--- src/rtl/branch_predictor_if.sv ---
// Branch predictor bus: IF-stage lookup, ID-slot control and ID-stage resolution.
// The pipeline side uses the master modport, the predictor uses the slave modport.
interface branch_predictor_if;
  // IF stage
  logic [31:0] if_pc;
  logic        if_stall;
  logic        flush;
  logic        pred_taken;
  logic [31:0] pred_target;
  // ID stage
  logic [31:0] id_pc;
  logic        id_branch;
  logic        id_pcsrc;
  logic [31:0] id_target;
  logic        id_stall;
  logic        mispredict;
  logic [31:0] redirect_pc;

  modport master (
    output if_pc, if_stall, flush, id_pc, id_branch, id_pcsrc, id_target, id_stall,
    input  pred_taken, pred_target, mispredict, redirect_pc
  );

  modport slave (
    input  if_pc, if_stall, flush, id_pc, id_branch, id_pcsrc, id_target, id_stall,
    output pred_taken, pred_target, mispredict, redirect_pc
  );
endinterface

--- src/rtl/branch_predictor.sv ---
// Direct-mapped BTB with 2-bit saturating counters. Lookup for the fetch PC is
// combinational; the prediction is carried in an ID slot and compared against
// the branch outcome resolved in ID, raising mispredict/redirect and training
// the table when the branch leaves ID.
module branch_predictor #(
  parameter int ENTRIES = 16,
  parameter int TAG_W   = 30 - $clog2(ENTRIES)
) (
  input  logic              clk,
  input  logic              rst_n,
  branch_predictor_if.slave bus
);

  localparam int IDX = $clog2(ENTRIES);

  typedef logic [IDX-1:0]   idx_t;
  typedef logic [TAG_W-1:0] tag_t;

  // Table state
  logic [ENTRIES-1:0] valid_q;
  logic [ENTRIES-1:0] valid_d;
  tag_t               tag_q    [ENTRIES];
  tag_t               tag_d    [ENTRIES];
  logic [31:0]        target_q [ENTRIES];
  logic [31:0]        target_d [ENTRIES];
  logic [1:0]         ctr_q    [ENTRIES];
  logic [1:0]         ctr_d    [ENTRIES];

  // ID slot holding the prediction made for the instruction now in ID
  logic               id_pred_taken_q;
  logic               id_pred_taken_d;
  logic [31:0]        id_pred_target_q;
  logic [31:0]        id_pred_target_d;

  // Lookup / resolution results
  idx_t               if_idx_s;
  tag_t               if_tag_s;
  idx_t               id_idx_s;
  tag_t               id_tag_s;
  logic               if_hit_s;
  logic               id_hit_s;
  logic               pred_taken_s;
  logic [31:0]        pred_target_s;
  logic [31:0]        id_pc4_s;
  logic               mispredict_s;
  logic [31:0]        redirect_pc_s;

  // Saturating increment: strong-taken stays strong-taken.
  function automatic logic [1:0] ctr_inc(input logic [1:0] c);
    logic [1:0] r;
    case (c)
      2'b00:   r = 2'b01;
      2'b01:   r = 2'b10;
      2'b10:   r = 2'b11;
      2'b11:   r = 2'b11;
      default: r = 2'b01;
    endcase
    return r;
  endfunction

  // Saturating decrement: strong-not-taken stays strong-not-taken.
  function automatic logic [1:0] ctr_dec(input logic [1:0] c);
    logic [1:0] r;
    case (c)
      2'b00:   r = 2'b00;
      2'b01:   r = 2'b00;
      2'b10:   r = 2'b01;
      2'b11:   r = 2'b10;
      default: r = 2'b01;
    endcase
    return r;
  endfunction

  assign if_idx_s = bus.if_pc[IDX+1:2];
  assign if_tag_s = bus.if_pc[31:IDX+2];
  assign id_idx_s = bus.id_pc[IDX+1:2];
  assign id_tag_s = bus.id_pc[31:IDX+2];
  assign id_pc4_s = bus.id_pc + 32'd4;

  // IF lookup: predict taken only on a tag hit whose counter leans taken.
  always_comb begin
    if_hit_s     = valid_q[if_idx_s] && (tag_q[if_idx_s] == if_tag_s);
    pred_taken_s = if_hit_s && ctr_q[if_idx_s][1];
    if (pred_taken_s) begin
      pred_target_s = target_q[if_idx_s];
    end else begin
      pred_target_s = bus.if_pc + 32'd4;
    end
  end

  // ID resolution: compare the slot's prediction with the real outcome.
  always_comb begin
    redirect_pc_s = id_pc4_s;
    if (bus.id_branch) begin
      mispredict_s = (bus.id_pcsrc != id_pred_taken_q) ||
                     (bus.id_pcsrc && (bus.id_target != id_pred_target_q));
      if (bus.id_pcsrc) begin
        redirect_pc_s = bus.id_target;
      end else begin
        redirect_pc_s = id_pc4_s;
      end
    end else if (id_pred_taken_q) begin
      // A non-branch was predicted taken: fall through to the next instruction.
      mispredict_s = 1'b1;
    end else begin
      mispredict_s = 1'b0;
    end
  end

  // ID slot next state: flush clears and beats stall, stall holds, else load.
  always_comb begin
    if (bus.flush) begin
      id_pred_taken_d  = 1'b0;
      id_pred_target_d = 32'd0;
    end else if (bus.if_stall) begin
      id_pred_taken_d  = id_pred_taken_q;
      id_pred_target_d = id_pred_target_q;
    end else begin
      id_pred_taken_d  = pred_taken_s;
      id_pred_target_d = pred_target_s;
    end
  end

  // Table training once the branch leaves ID; a taken miss evicts the entry.
  always_comb begin
    valid_d  = valid_q;
    tag_d    = tag_q;
    target_d = target_q;
    ctr_d    = ctr_q;
    id_hit_s = valid_q[id_idx_s] && (tag_q[id_idx_s] == id_tag_s);
    if (bus.id_branch && !bus.id_stall) begin
      if (id_hit_s) begin
        if (bus.id_pcsrc) begin
          ctr_d[id_idx_s]    = ctr_inc(ctr_q[id_idx_s]);
          target_d[id_idx_s] = bus.id_target;
        end else begin
          ctr_d[id_idx_s]    = ctr_dec(ctr_q[id_idx_s]);
        end
      end else if (bus.id_pcsrc) begin
        valid_d[id_idx_s]  = 1'b1;
        tag_d[id_idx_s]    = id_tag_s;
        target_d[id_idx_s] = bus.id_target;
        ctr_d[id_idx_s]    = 2'b10;
      end else begin
        // Not-taken miss: nothing worth remembering.
        valid_d[id_idx_s]  = valid_q[id_idx_s];
      end
    end else begin
      valid_d = valid_q;
    end
  end

  // State registers; reset drops the whole table, the ID slot and any pending write.
  always_ff @(posedge clk) begin
    if (!rst_n) begin
      valid_q          <= '0;
      id_pred_taken_q  <= 1'b0;
      id_pred_target_q <= 32'd0;
      for (int i = 0; i < ENTRIES; i++) begin
        tag_q[i]    <= '0;
        target_q[i] <= 32'd0;
        ctr_q[i]    <= 2'b01;
      end
    end else begin
      valid_q          <= valid_d;
      id_pred_taken_q  <= id_pred_taken_d;
      id_pred_target_q <= id_pred_target_d;
      for (int i = 0; i < ENTRIES; i++) begin
        tag_q[i]    <= tag_d[i];
        target_q[i] <= target_d[i];
        ctr_q[i]    <= ctr_d[i];
      end
    end
  end

  assign bus.pred_taken  = pred_taken_s;
  assign bus.pred_target = pred_target_s;
  assign bus.mispredict  = mispredict_s;
  assign bus.redirect_pc = redirect_pc_s;

endmodule

--- src/flat_wrapper.sv ---
// flat-port wrapper written by rule: the top's interface ports become plain ports
module branch_predictor_flat 
#(
  parameter int ENTRIES = 16,
  parameter int TAG_W   = 30 - $clog2(ENTRIES)
)
  (clk, rst_n, bus_if_pc, bus_if_stall, bus_flush, bus_id_pc, bus_id_branch, bus_id_pcsrc, bus_id_target, bus_id_stall, bus_pred_taken, bus_pred_target, bus_mispredict, bus_redirect_pc);
  branch_predictor_if bus_i ();
  input  logic clk;
  input  logic rst_n;
  input wire logic [$bits(bus_i.if_pc)-1:0] bus_if_pc;
  input wire logic [$bits(bus_i.if_stall)-1:0] bus_if_stall;
  input wire logic [$bits(bus_i.flush)-1:0] bus_flush;
  input wire logic [$bits(bus_i.id_pc)-1:0] bus_id_pc;
  input wire logic [$bits(bus_i.id_branch)-1:0] bus_id_branch;
  input wire logic [$bits(bus_i.id_pcsrc)-1:0] bus_id_pcsrc;
  input wire logic [$bits(bus_i.id_target)-1:0] bus_id_target;
  input wire logic [$bits(bus_i.id_stall)-1:0] bus_id_stall;
  output wire logic [$bits(bus_i.pred_taken)-1:0] bus_pred_taken;
  output wire logic [$bits(bus_i.pred_target)-1:0] bus_pred_target;
  output wire logic [$bits(bus_i.mispredict)-1:0] bus_mispredict;
  output wire logic [$bits(bus_i.redirect_pc)-1:0] bus_redirect_pc;
  assign bus_i.if_pc = bus_if_pc;
  assign bus_i.if_stall = bus_if_stall;
  assign bus_i.flush = bus_flush;
  assign bus_i.id_pc = bus_id_pc;
  assign bus_i.id_branch = bus_id_branch;
  assign bus_i.id_pcsrc = bus_id_pcsrc;
  assign bus_i.id_target = bus_id_target;
  assign bus_i.id_stall = bus_id_stall;
  assign bus_pred_taken = bus_i.pred_taken;
  assign bus_pred_target = bus_i.pred_target;
  assign bus_mispredict = bus_i.mispredict;
  assign bus_redirect_pc = bus_i.redirect_pc;
  branch_predictor #(.ENTRIES(ENTRIES), .TAG_W(TAG_W)) u_core (.clk(clk), .rst_n(rst_n), .bus(bus_i));
endmodule
--- config.mk ---
export PLATFORM = sky130hd
export DESIGN_NAME = branch_predictor_flat
export DESIGN_NICKNAME = d
export VERILOG_FILES = /design/src/rtl/branch_predictor_if.sv /design/src/rtl/branch_predictor.sv /design/src/flat_wrapper.sv
export SDC_FILE = /design/constraint.sdc
export NUM_CORES = 2
export LEC_CHECK = 0
export CAP_MARGIN = 5
export CORE_UTILIZATION = 35
export CTS_BUF_LIST = sky130_fd_sc_hd__clkbuf_8
export DETAILED_ROUTE_END_ITERATION = 7
export PLACE_DENSITY = 0.61
export SLEW_MARGIN = 30
export SYNTH_ARGS = -nofsm -noshare
export SYNTH_HDL_FRONTEND = slang
export SYNTH_SLANG_ARGS = --single-unit
--- constraint.sdc ---
create_clock -name clk -period 7.1 [get_ports clk]
set_input_delay 1.42 -clock clk [delete_from_list [all_inputs] [get_ports clk]]
set_output_delay 1.42 -clock clk [all_outputs]
set_load 0.02 [all_outputs]
# After elaboration in Yosys (flattened, before gate mapping)
# Cells that the tools add are included.
[word_totals] mem_bits_rw=0 wordCells=141 n_memories=0 ff_bits=1009 romBits=0 output_inout_bits=66 latchBits=0 in_bits=103
[classes] div_mod_pow=0 n_mul=0 add_sub_neg=2 muxes=49 eq_ne=7 order_cmp=6 shift=0 reduce_logical=18 n_bitwise=8
[ops] cell="512-bit bitwise mux" count=1
[ops] cell="416-bit bitwise mux" count=1
[ops] cell="32-bit two-way mux" count=9
[ops] cell="26-bit binary-select mux with 4-bit select" count=2
[ops] cell="26-bit two-way mux" count=5
[ops] cell="32-bit binary-select mux with 4-bit select" count=1
[ops] cell="32-bit demux with 4-bit select" count=1
[ops] cell="26-bit demux with 4-bit select" count=1
[ops] cell="32-bit by 3-bit adder with 32-bit output, second input constant" count=2
[ops] cell="32-bit bitwise mux" count=2
[ops] cell="26-bit == test" count=2
[ops] cell="32-bit inequality test" count=1
[ops] cell="16-bit OR" count=2
[ops] cell="2-bit two-way mux" count=11
[ops] cell="16-bit AND" count=1
[ops] cell="2-bit binary-select mux with 4-bit select" count=2
[ops] cell="16-bit bitwise mux" count=1
[ops] cell="16-bit two-way mux" count=1
[ops] cell="16-bit inverter" count=1
[ops] cell="2-bit one-hot mux with 3 select lines" count=2
[ops] cell="5-bit greater-or-equal comparator, second input constant" count=2
[ops] cell="4-bit by 5-bit less-than comparator with 1-bit output, second input constant" count=2
[ops] cell="4-bit inverter with 5-bit output" count=2
[ops] cell="1-bit binary-select mux with 4-bit select" count=2
[ops] cell="17 further kinds" count=33

# Depth between registers and ports, before layout
[depth] depth_word=13 ltp_mapped=17 mapped_depth_nobuf=9

# Worst setup path after synthesis
# OpenSTA, ideal clock, no wires.
[synth_timing] path_type="input port to output port" startpoint="input port bus_if_pc[2]" endpoint="output port bus_pred_target[2]" t_arrival_ns=4.798 path_stages=13 path_slack_ns=0.882 path_buffers=5 required_ns=5.680 path_cell_list="buf_4 buf_4 buf_4 buf_2 mux4_2 nor2_1 nor3_1 o21ai_0 o2111ai_1 or3_1 nor4_4 buf_6 mux2i_1"
[synth_between] elab_chain_len=8 word_cells_on_any_way=17 classes_between="add/sub (1); eq/ne (1); mux (12); bitwise (1); reduce/logical (2)"
[synth_lines] element="start: declaration" line="flat_wrapper.sv:11" rtl="input wire logic [$bits(bus_i.if_pc)-1:0] bus_if_pc;"
[synth_lines] element="4-bit inverter with 5-bit output (implied by the code)" line="branch_predictor.sv:82, branch_predictor.sv:83, branch_predictor.sv:85"
[synth_lines] element="26-bit binary-select mux with 4-bit select" line="branch_predictor.sv:82" rtl="if_hit_s = valid_q[if_idx_s] && (tag_q[if_idx_s] == if_tag_s);"
[synth_lines] element="26-bit two-way mux (implied by the code) (2 in a row)" line="branch_predictor.sv:82"
[synth_lines] element="26-bit == test" line="branch_predictor.sv:82"
[synth_lines] element="1-bit logical AND" line="branch_predictor.sv:82"
[synth_lines] element="1-bit logical AND" line="branch_predictor.sv:83" rtl="pred_taken_s = if_hit_s && ctr_q[if_idx_s][1];"
[synth_lines] element="32-bit two-way mux *" line="branch_predictor.sv:84" rtl="if (pred_taken_s) begin"
[synth_lines] element="end: declaration" line="flat_wrapper.sv:20" rtl="output wire logic [$bits(bus_i.pred_target)-1:0] bus_pred_target;"
# Every way passes the cells marked *; elsewhere a longest branch is shown, timed or not. The select of a mux whose other input is x is not followed.

# Final worst setup path
[layout_timing] startpoint="input port bus_if_pc[2]" endpoint="output port bus_pred_target[29]"
# Same word-level chain as after synthesis.

==> flow_summary.ini <==
[outcome]
status = complete, no violations

[placed_design]
place_congestion = 1.033
postPlaceCellArea_um2 = 57390
port_buffers = 168
hpwl_mm = 147.5

[floorplan]
die-area_um2 = 152200
die_y_um = 390.1
fp.coreArea_um2 = 149600
std_cell_rows = 142
ios = 169
start_util_pct = 35.25
die_w_um = 390.1

[synthesis]
ys_types = 80
synth_edf_count = 0
ys.warnings.count = 0
synth_most_common_cell = nand2_1
ys_seq_area_share_pct = 38.31
synth_area_leaders = dfxtp_1 (38%), mux4_2 (14%), nand2_1 (12%)
synth_cells = 5582
synth_flop_cell = dfxtp_1
synth_nets = 5690
synthArstFlopShare_pct = 0
syn_area_per_cell_um2 = 9.447
syn-cell-area_um2 = 52730
yosys.area.top_type_share_pct = 38.31
yosys.area.top_type = dfxtp_1
ys_ff_latch = 1009
synth_commonest_cells = nand2_1 (1640), dfxtp_1 (1009), mux2i_1 (575)

[grt]
grt_pass1_wl_mm = 316.3
antenna_found_initial = 16
grt_max_degree = 268
grt_use_total_pct = 28.59
grt_overflow_total = 0
grt_pass1_vias = 43610

[clock_tree]
cts_root_buf = clkbuf_8
cts_buffer_depth = 3
htreeDepth = 4
insertion_delay_ns = 0.95
cts_tree = done
cts.sinks = 1009
cts_made_buffers = 177
cts.clk_slew.worst_paths_ns = 0.05

[sta]
relSlewSlack_pct = 20.55
skew_ns = 0.07668
drv_slew = 0
setup_violations = 0
tightest_slew_ns = 1.183
maxClockFrequency_mhz = 141.0
hold_viol_final = 0
min_period_over_period_pct = 99.92
period_needed_ns = 7.094

[worst_hold_path]
hp-class = register to register

[drt]
drt_pass1_iterations = 6
drtAntennaViolNets = 0
vias = 46250
drcViolationCount = 0
vias_per_cell = 5.901
drt_iter0_markers = 6139
wl_per_cell_um = 28.74
finalWirelength_mm = 225.3

[setup_path]
worst-endpoint-arrival_ns = 5.67
crit_fanout = 16
required_ns = 5.68
end_kind = output pin
critPathLaunchType = primary input
crit_type = primary input to output pin

[power]
p_comb_share_pct = 10.5
power_frac_clock_pct = 44.5
leakagePower_nw = 20.59
total_power_mw = 12.71
sw_frac_of_total_pct = 28.18
ir_worst_vdd_v = 0.0001815
p_int_mw = 9.130
power.density_nw_per_um2 = 206.9
seqPwrFrac_pct = 45.0
switchingPower_mw = 3.582

[final_layout]
fin_area_um2 = 61440
area_delta_synth_final_pct = 16.52
layout-drive-gt1-share_pct = 17.60
fin_nets = 5787
nFillCells = 14570

[job]
maxCapViolCount = 0
==> flip-flops by register name, indices dropped and copies added, names as in the netlist <==
signal                   cells
u_core.id_pred_target_q     32
u_core.ctr_q                32
u_core.id_pred_taken_q       1
u_core.valid_q              16
u_core.tag_q               416
u_core.target_q            512
==> worst max-delay path, cell delays in order <==
cell and delay (ns):
buf_8 0.25, buf_16 0.21, mux4_2 0.51, and3_1 0.24, o21bai_1 0.16, or4b_2 0.65, nor4_2 0.25, buf_4 0.18
nand4_1 0.15, nor4_4 0.17, buf_4 0.20, buf_12 0.21, buf_4 0.16, mux2_2 0.34, clkdlybuf4s50_1 0.54
==> layout by cell type, fill, tap and decap left out, types with 28 or more instances in the layout <==
cell type,n
nand2_1,1639
o21ai_0,55
buf_4,241
and3_1,28
a21oi_1,34
nor2_1,47
xor2_1,64
buf_12,29
nand3_1,87
clkbuf_8,217
mux4_2,324
o211ai_1,50
inv_1,80
nand3b_1,32
mux2_2,63
nor2_4,34
xnor2_1,66
nor3_1,36
a21boi_0,513
clkdlybuf4s50_1,144
a22oi_1,39
mux2i_1,573
dfxtp_1,1009
==> metal layers <==
| metal | global-route usage (%) | vias up | routed length (um) |
|---|---|---|---|
| met1 | 37.19 | 22860 | 89040 |
| met4 | 12.61 | 18 | 11060 |
| li1 | - | 19830 | - |
| met3 | 10.47 | 633 | 29540 |
| met2 | 42.18 | 2912 | 95500 |
| met5 | 0 | - | 124 |
==> layout make-up <==
class                   instances  area [um^2]  share of cell area [%]
inverters                      21        81.33                  0.1324
flip-flops and latches       1009        20200                   32.88
diodes                          8        20.02                 0.03258
clock inverters                97        681.9                   1.110
repair buffers                455         4606                   7.496
well taps                    2016         2522                   4.105
multi-input cells            4015        30350                   49.39
clock buffers                 217         2987                   4.861
==> per-stage QoR <==
| step | utilization [%] | TNS [ns] | setup WS [ns] | hold slack, ns | instances |
|---|---|---|---|---|---|
| 3_5_place_dp | 38.36 | -2.287 | -0.1593 | 0.4554 | 7503 |
| 5_1_grt | 41.06 | -0.02222 | -0.007061 | 0.4778 | 7833 |
| 4_1_cts | 40.85 | 0 | 0.03146 | 0.4630 | 7821 |
| 6_report | 41.07 | 0 | 0.005898 | 0.4592 | 7838 |
| 3_3_place_gp | 38.19 | -0.9263 | -0.08546 | 0.4476 | 7494 |
| 2_1_floorplan | - | 0 | 0.8825 | 0.4402 | 5582 |
==> cell families after synthesis <==
logic type / count (synthesis) / share of synthesized area [%]
muxes: 962 / 26.10
adders and majority gates: 7 / 0.1566
buffers and inverters: 558 / 4.758
xor gates and xnor gates: 132 / 2.192
AOI/OAI and AO/OA: 823 / 11.57
DFF: 1009 / 38.31
and+or+nand+nor: 2091 / 16.92
==> timing repair <==
item	CTS	global route
pin swaps	0	1
endpoints found under the hold margin	0	0
hold buffers	0	0
endpoints found under the setup margin	28	31
setup buffers	4	1
gates cloned	0	3
gates resized for setup	6	23
==> path summary, 6_finish.rpt <==
kind / cells after the start / startpoint / slack [ns] / to
worst max-delay path: 15 / bus_if_pc[2] / 0.006 / bus_pred_target[29]
worst min-delay path: 2 / u_core.target_q[290] / 0.46 / u_core.target_q[290]
worst max register to register: 12 / u_core.tag_q[136] / 2.69 / u_core.tag_q[318]
worst min register to register: 2 / u_core.target_q[290] / 0.46 / u_core.target_q[290]
==> power groups by stage <==
stage	Combinational, mW	Clock (mW)	Sequential (mW)
6_report	1.34	5.66	5.72
5_1_grt	1.36	5.95	5.72
4_1_cts	1.28	5.69	5.71
3_5_place_dp	1.27	0	5.84
3_3_place_gp	1.27	0	5.84
2_1_floorplan	0.702	0	5.83
No activity file was read; power rests on OpenSTA's default activity.
